==> config.mk <==
export PLATFORM = sky130hd
export DESIGN_NAME = mem_burst_master
export DESIGN_NICKNAME = d
export VERILOG_FILES = /design/src/rtl/mem_bus_pkg.sv /design/src/rtl/mem_burst_master.sv
export SDC_FILE = /design/constraint.sdc
export NUM_CORES = 1
export LEC_CHECK = 0
export ABC_AREA = 1
export CORE_MARGIN = 3
export CORE_UTILIZATION = 49
export CTS_CLUSTER_SIZE = 25
export DETAILED_ROUTE_END_ITERATION = 8
export PLACE_DENSITY_LB_ADDON = 0.12
export SLEW_MARGIN = 20
export SYNTH_ARGS = -nofsm -noshare
export SYNTH_HDL_FRONTEND = slang
export SYNTH_SLANG_ARGS = --single-unit
==> constraint.sdc <==
create_clock -name clock -period 1.9 [get_ports clock]
set_input_delay 0.57 -clock clock [delete_from_list [all_inputs] [get_ports clock]]
set_output_delay 0.57 -clock clock [all_outputs]
set_load 0.1 [all_outputs]
==> src/rtl/mem_bus_pkg.sv <==
// Shared definitions for the scratch-memory bus master and its neighbours.
package mem_bus_pkg;

  localparam int MEM_ADDR_W = 6;
  localparam int MEM_DATA_W = 8;
  localparam int MEM_DEPTH  = 64;
  localparam int READ_LAT   = 2;

  typedef enum logic [1:0] {
    IDLE    = 2'd0,
    WR      = 2'd1,
    RD      = 2'd2,
    RD_TAIL = 2'd3
  } state_e;

endpackage

==> src/rtl/mem_burst_master.sv <==
// Burst master for the 64x8 scratch memory: turns burst requests into one
// registered memory command per cycle and returns read data with a last flag.
module mem_burst_master
  import mem_bus_pkg::*;
#(
  parameter int ADDR_W = MEM_ADDR_W,
  parameter int DATA_W = MEM_DATA_W,
  parameter int LEN_W  = $clog2(MEM_DEPTH)
) (
  input  logic              clock,
  input  logic              reset,
  input  logic              req_valid,
  output logic              req_ready,
  input  logic              req_wr,
  input  logic [ADDR_W-1:0] req_adr,
  input  logic [LEN_W-1:0]  req_len,
  input  logic              wdata_valid,
  input  logic [DATA_W-1:0] wdata,
  output logic              wdata_ready,
  output logic              rdata_valid,
  output logic [DATA_W-1:0] rdata,
  output logic              rdata_last,
  output logic              busy,
  output logic              done,
  output logic              mem_cs,
  output logic              mem_wr,
  output logic [ADDR_W-1:0] mem_adr,
  output logic [DATA_W-1:0] mem_din,
  input  logic [DATA_W-1:0] mem_dout
);

  state_e              state_q;
  logic [ADDR_W-1:0]   adr_q;
  logic [LEN_W-1:0]    cnt_q;
  logic [READ_LAT-1:0] tag_valid;
  logic [READ_LAT-1:0] tag_last;
  logic                wr_done_q;

  logic wr_beat;
  logic rd_beat;
  logic last_beat;
  logic rd_retire_last;

  assign wr_beat        = (state_q == WR) && wdata_valid;
  assign rd_beat        = (state_q == RD);
  assign last_beat      = (cnt_q == '0);
  assign rd_retire_last = tag_valid[READ_LAT-1] && tag_last[READ_LAT-1];

  assign req_ready   = (state_q == IDLE);
  assign busy        = (state_q != IDLE);
  assign wdata_ready = wr_beat;

  // Tag stage 0 is the cycle a read command sits on the bus; the top stage is
  // the single cycle mem_dout is driven, so it is the only time it is sampled.
  always_ff @(posedge clock) begin
    if (reset) begin
      state_q     <= IDLE;
      adr_q       <= '0;
      cnt_q       <= '0;
      tag_valid   <= '0;
      tag_last    <= '0;
      wr_done_q   <= 1'b0;
      mem_cs      <= 1'b0;
      mem_wr      <= 1'b0;
      mem_adr     <= '0;
      mem_din     <= '0;
      rdata_valid <= 1'b0;
      rdata       <= '0;
      rdata_last  <= 1'b0;
      done        <= 1'b0;
    end else begin
      mem_cs <= wr_beat || rd_beat;
      mem_wr <= wr_beat;
      if (wr_beat || rd_beat) begin
        mem_adr <= adr_q;
        adr_q   <= adr_q + ADDR_W'(1);
        cnt_q   <= cnt_q - LEN_W'(1);
      end
      if (wr_beat) begin
        mem_din <= wdata;
      end

      tag_valid <= {tag_valid[READ_LAT-2:0], rd_beat};
      tag_last  <= {tag_last[READ_LAT-2:0], rd_beat && last_beat};

      rdata_valid <= tag_valid[READ_LAT-1];
      rdata_last  <= rd_retire_last;
      if (tag_valid[READ_LAT-1]) begin
        rdata <= mem_dout;
      end

      // Write completion trails the last bus command by one cycle.
      wr_done_q <= wr_beat && last_beat;
      done      <= wr_done_q || rd_retire_last;

      case (state_q)
        IDLE: begin
          if (req_valid) begin
            adr_q   <= req_adr;
            cnt_q   <= req_len;
            state_q <= req_wr ? WR : RD;
          end
        end
        WR: begin
          if (wr_beat && last_beat) begin
            state_q <= IDLE;
          end
        end
        RD: begin
          if (last_beat) begin
            state_q <= RD_TAIL;
          end
        end
        RD_TAIL: begin
          if (rd_retire_last) begin
            state_q <= IDLE;
          end
        end
        default: state_q <= IDLE;
      endcase
    end
  end

endmodule

==> flow_metrics.tcl <==
set metrics [dict create \
    start_util_pct 52.5 \
    max-vdd-ir-drop_mv 1.03 \
    synth_top_family_by_area "simple AND/OR/NAND/NOR gates" \
    hold_path_depth 2 \
    synth_seq_cells 46 \
    fin_crit_ps 1770 \
    cell_internal_pwr_mw 2.50 \
    power.net_switching_mw 2.27 \
    synth_top_cell_by_area "dfxtp_1" \
    power_frac_seq_pct 29.7 \
    p_leak_nw 1.41 \
    whs_endpoint "tag_valid[1]" \
    design_area_um2 3130 \
    htreeDepth 2 \
    synth.cell_area_um2 1980 \
    synthMuxAreaShare_pct 0 \
    layout-drive-gt1-share_pct 18.2 \
    rr_worst_depth 8 \
    grt_pass1_wl_mm 7.83 \
    fmax_ghz 0.563 \
    maxSlewHeadroom_pct 78.6 \
    ys_types 28 \
    final_common_cell "nand2_1" \
    finalHoldViolations 0 \
    synth_top_area_share_pct 46.6 \
    period_share_pct 93.4 \
    dpl_worst_slack_ps -151 \
    rsz0062_at_grt "no" \
    n_antenna_cell 0 \
    port_buffers 62 \
    r2r-start "state_q[1]" \
    syn_area_per_cell_um2 7.30 \
    worstMarginPinSlew_ps 321 \
    final_nets 376 \
    dpl.hpwl_mm 3.36 \
    worst-path-buf-inv 3 \
    route.vias.total 1878 \
    final_util_pct 82.9 \
    cts.sinks 46 \
    clk_pin_slew_ps 80 \
    grt_util_all_layers_pct 19.7 \
    drtPass1Iterations 4 \
    pwr-share-comb_pct 57.9 \
    worstSkewPairLatency_ps 300 \
    drv_cap 0 \
    cts_buffers 5 \
    routed_wirelength_mm 4.46 \
    power_frac_clock_pct 12.4 \
    worstPathCellList "inv_1, nand3_2, clkinv_2, buf_12" \
    gp_congestion 0.806 \
    holdCritPathClass "register to register" \
    synth_warnings 0 \
    die_x_um 69.5 \
    swShare_pct 47.6 \
    synth_cells 271 \
    instances_no_fill 389 \
    rows 22 \
    synth_xor_xnor_area_share_pct 1.77 \
    layout_common_cells "54 x nand2_1, 46 x dfxtp_1, 35 x inv_1" \
    synth_sequential_area_ratio_pct 46.6 \
    status "finished clean" \
    io_pins 63 \
    cts_root_buf "clkbuf_8" \
    route.detailed.drc 0 \
    power_mw 4.76 \
    hp-start "tag_valid[0]" \
    synth-simple-area-share_pct 25.2 \
    dpl_cell_area_um2 3040 \
    routedWlPerCell_um 11.5 \
    final_max_slew_viol_count 0 \
    area_delta_synth_final_pct 58.0 \
    post-cts-setup-buffer-count 0 \
    core_um2 3770 \
    detail_route.vias_per_cell 4.83 \
    crit_family "flip-flops" \
    placed_cells 381 \
    postRouteAntennaNets 0 \
    reg2reg_slack_ps 390 \
    synthTopCellsByArea "dfxtp_1 47%, nand2_1 10%, inv_1 6.6%" \
    clockBufferDepth 2 \
    clock_skew_ps 2.79 \
    critPathKind "register to primary output" \
    synthAdderAreaFrac_pct 1.90 \
    antenna_found_initial 0 \
    setup_viol 0 \
    slowest_delay_ps 480 \
    worstPathMaxFanout 6 \
    whs_ps 407 \
    cts_tree "yes" \
    cp-start-kind "register" \
    setup_tns_ps 0 \
    drt_iter0_drc 88 \
    worstReg2RegEnd "adr_q[0]" \
    die_y_um 69.5 \
    power_density_nw_per_um2 1520 \
    fin_ws_ps 125 \
    synth_compound_area_share_pct 14.0 \
    grt_pass1_vias 1827 \
    cp.arrival_ps 1200 \
    grt_max_degree 27 \
    cts_hold_buf 0 \
    dieArea_um2 4840 \
    cp-end-kind "primary output" \
    cp.required_ps 1330 \
    grt_overflow 0 \
    syn-num-nets 307 \
    crit_path_top_delay_cell "dfxtp_1" \
]
[registers in the layout (all words and copies together), names as in the netlist, 2 cells and up]
signal / count
state_q: 2
adr_q: 6
cnt_q: 6
rdata: 8
tag_last: 2
mem_din: 8
mem_adr: 6
tag_valid: 2
[logic make-up (layout without fill, tap and decap cells)]
logic type / after synthesis / in the layout
and+or+nand+nor: 117 / 117
buffers and inverters: 51 / 121
AOI/OAI and AO/OA: 50 / 50
DFF: 46 / 46
xor gates and xnor gates: 4 / 4
adders and majority gates: 3 / 3
[how the worst max path moves through the flow]
stage / from / end / slack [ps] / cells after the start
finish: state_q[1] / wdata_ready / 130 / 4
global route: state_q[1] / wdata_ready / 60 / 4
CTS: state_q[1] / wdata_ready / 120 / 4
detailed placement: wdata_valid / cnt_q[4] / -150 / 9
global placement: wdata_valid / wdata_ready / -110 / 4
floorplan: state_q[1] / busy / -160 / 2
[worst min-delay path, delay by kind of cell, from the launching register on]
family | cells | cell delay, ps
flops | 1 | 300
simple gates | 1 | 30
buf+inv | 1 | 40
[synth_stat cells]
library cell and count:
a21oi_1 16, buf_2 4, buf_4 1, buf_6 1, clkbuf_1 4, clkinv_1 2, dfxtp_1 46, ha_1 3
inv_1 35, inv_2 4, nand2_1 54, nand2_2 2, nand2_4 1, nand3_1 15, nand3_2 1, nand3b_1 1
nand4_1 4, nor2_1 34, nor2_2 1, nor3_1 3, o211ai_2 1, o21ai_0 19, o21ai_1 8, o21ai_2 1
o21bai_1 4, o21bai_2 1, or2_2 1, xor2_1 4
[area by class of cell]
| class | count | area, um^2 |
|---|---|---|
| flip-flops and latches | 46 | 921 |
| multi-input cells | 174 | 855 |
| inverters | 41 | 155 |
| clock inverters | 3 | 21.3 |
| well taps | 48 | 60.1 |
| fillers | 222 | 646 |
| clock buffers | 5 | 68.8 |
| repair buffers | 72 | 1040 |
[routing by layer]
metal	track usage (%)	vias to the layer above	part of all wire [%]
met5	0	-	0
met4	8.46	0	1.7
met3	5.36	7	6.1
met2	33.7	51	50
met1	23.1	827	42
li1	-	993	-
[power groups by stage]
stage	Clock, mW	Sequential [mW]	Combinational, mW
2_1_floorplan	0	2.05	1.13
3_3_place_gp	0	1.42	2.72
3_5_place_dp	0	1.43	2.75
4_1_cts	0.610	1.41	2.77
5_1_grt	0.649	1.45	2.96
6_report	0.593	1.41	2.76
[timing repair]
item	4_1_cts	5_1_grt
gates resized for setup	1	0
setup endpoints to repair	1	0
endpoints found under the hold margin	0	0
(Power assumes the default switching activity.)
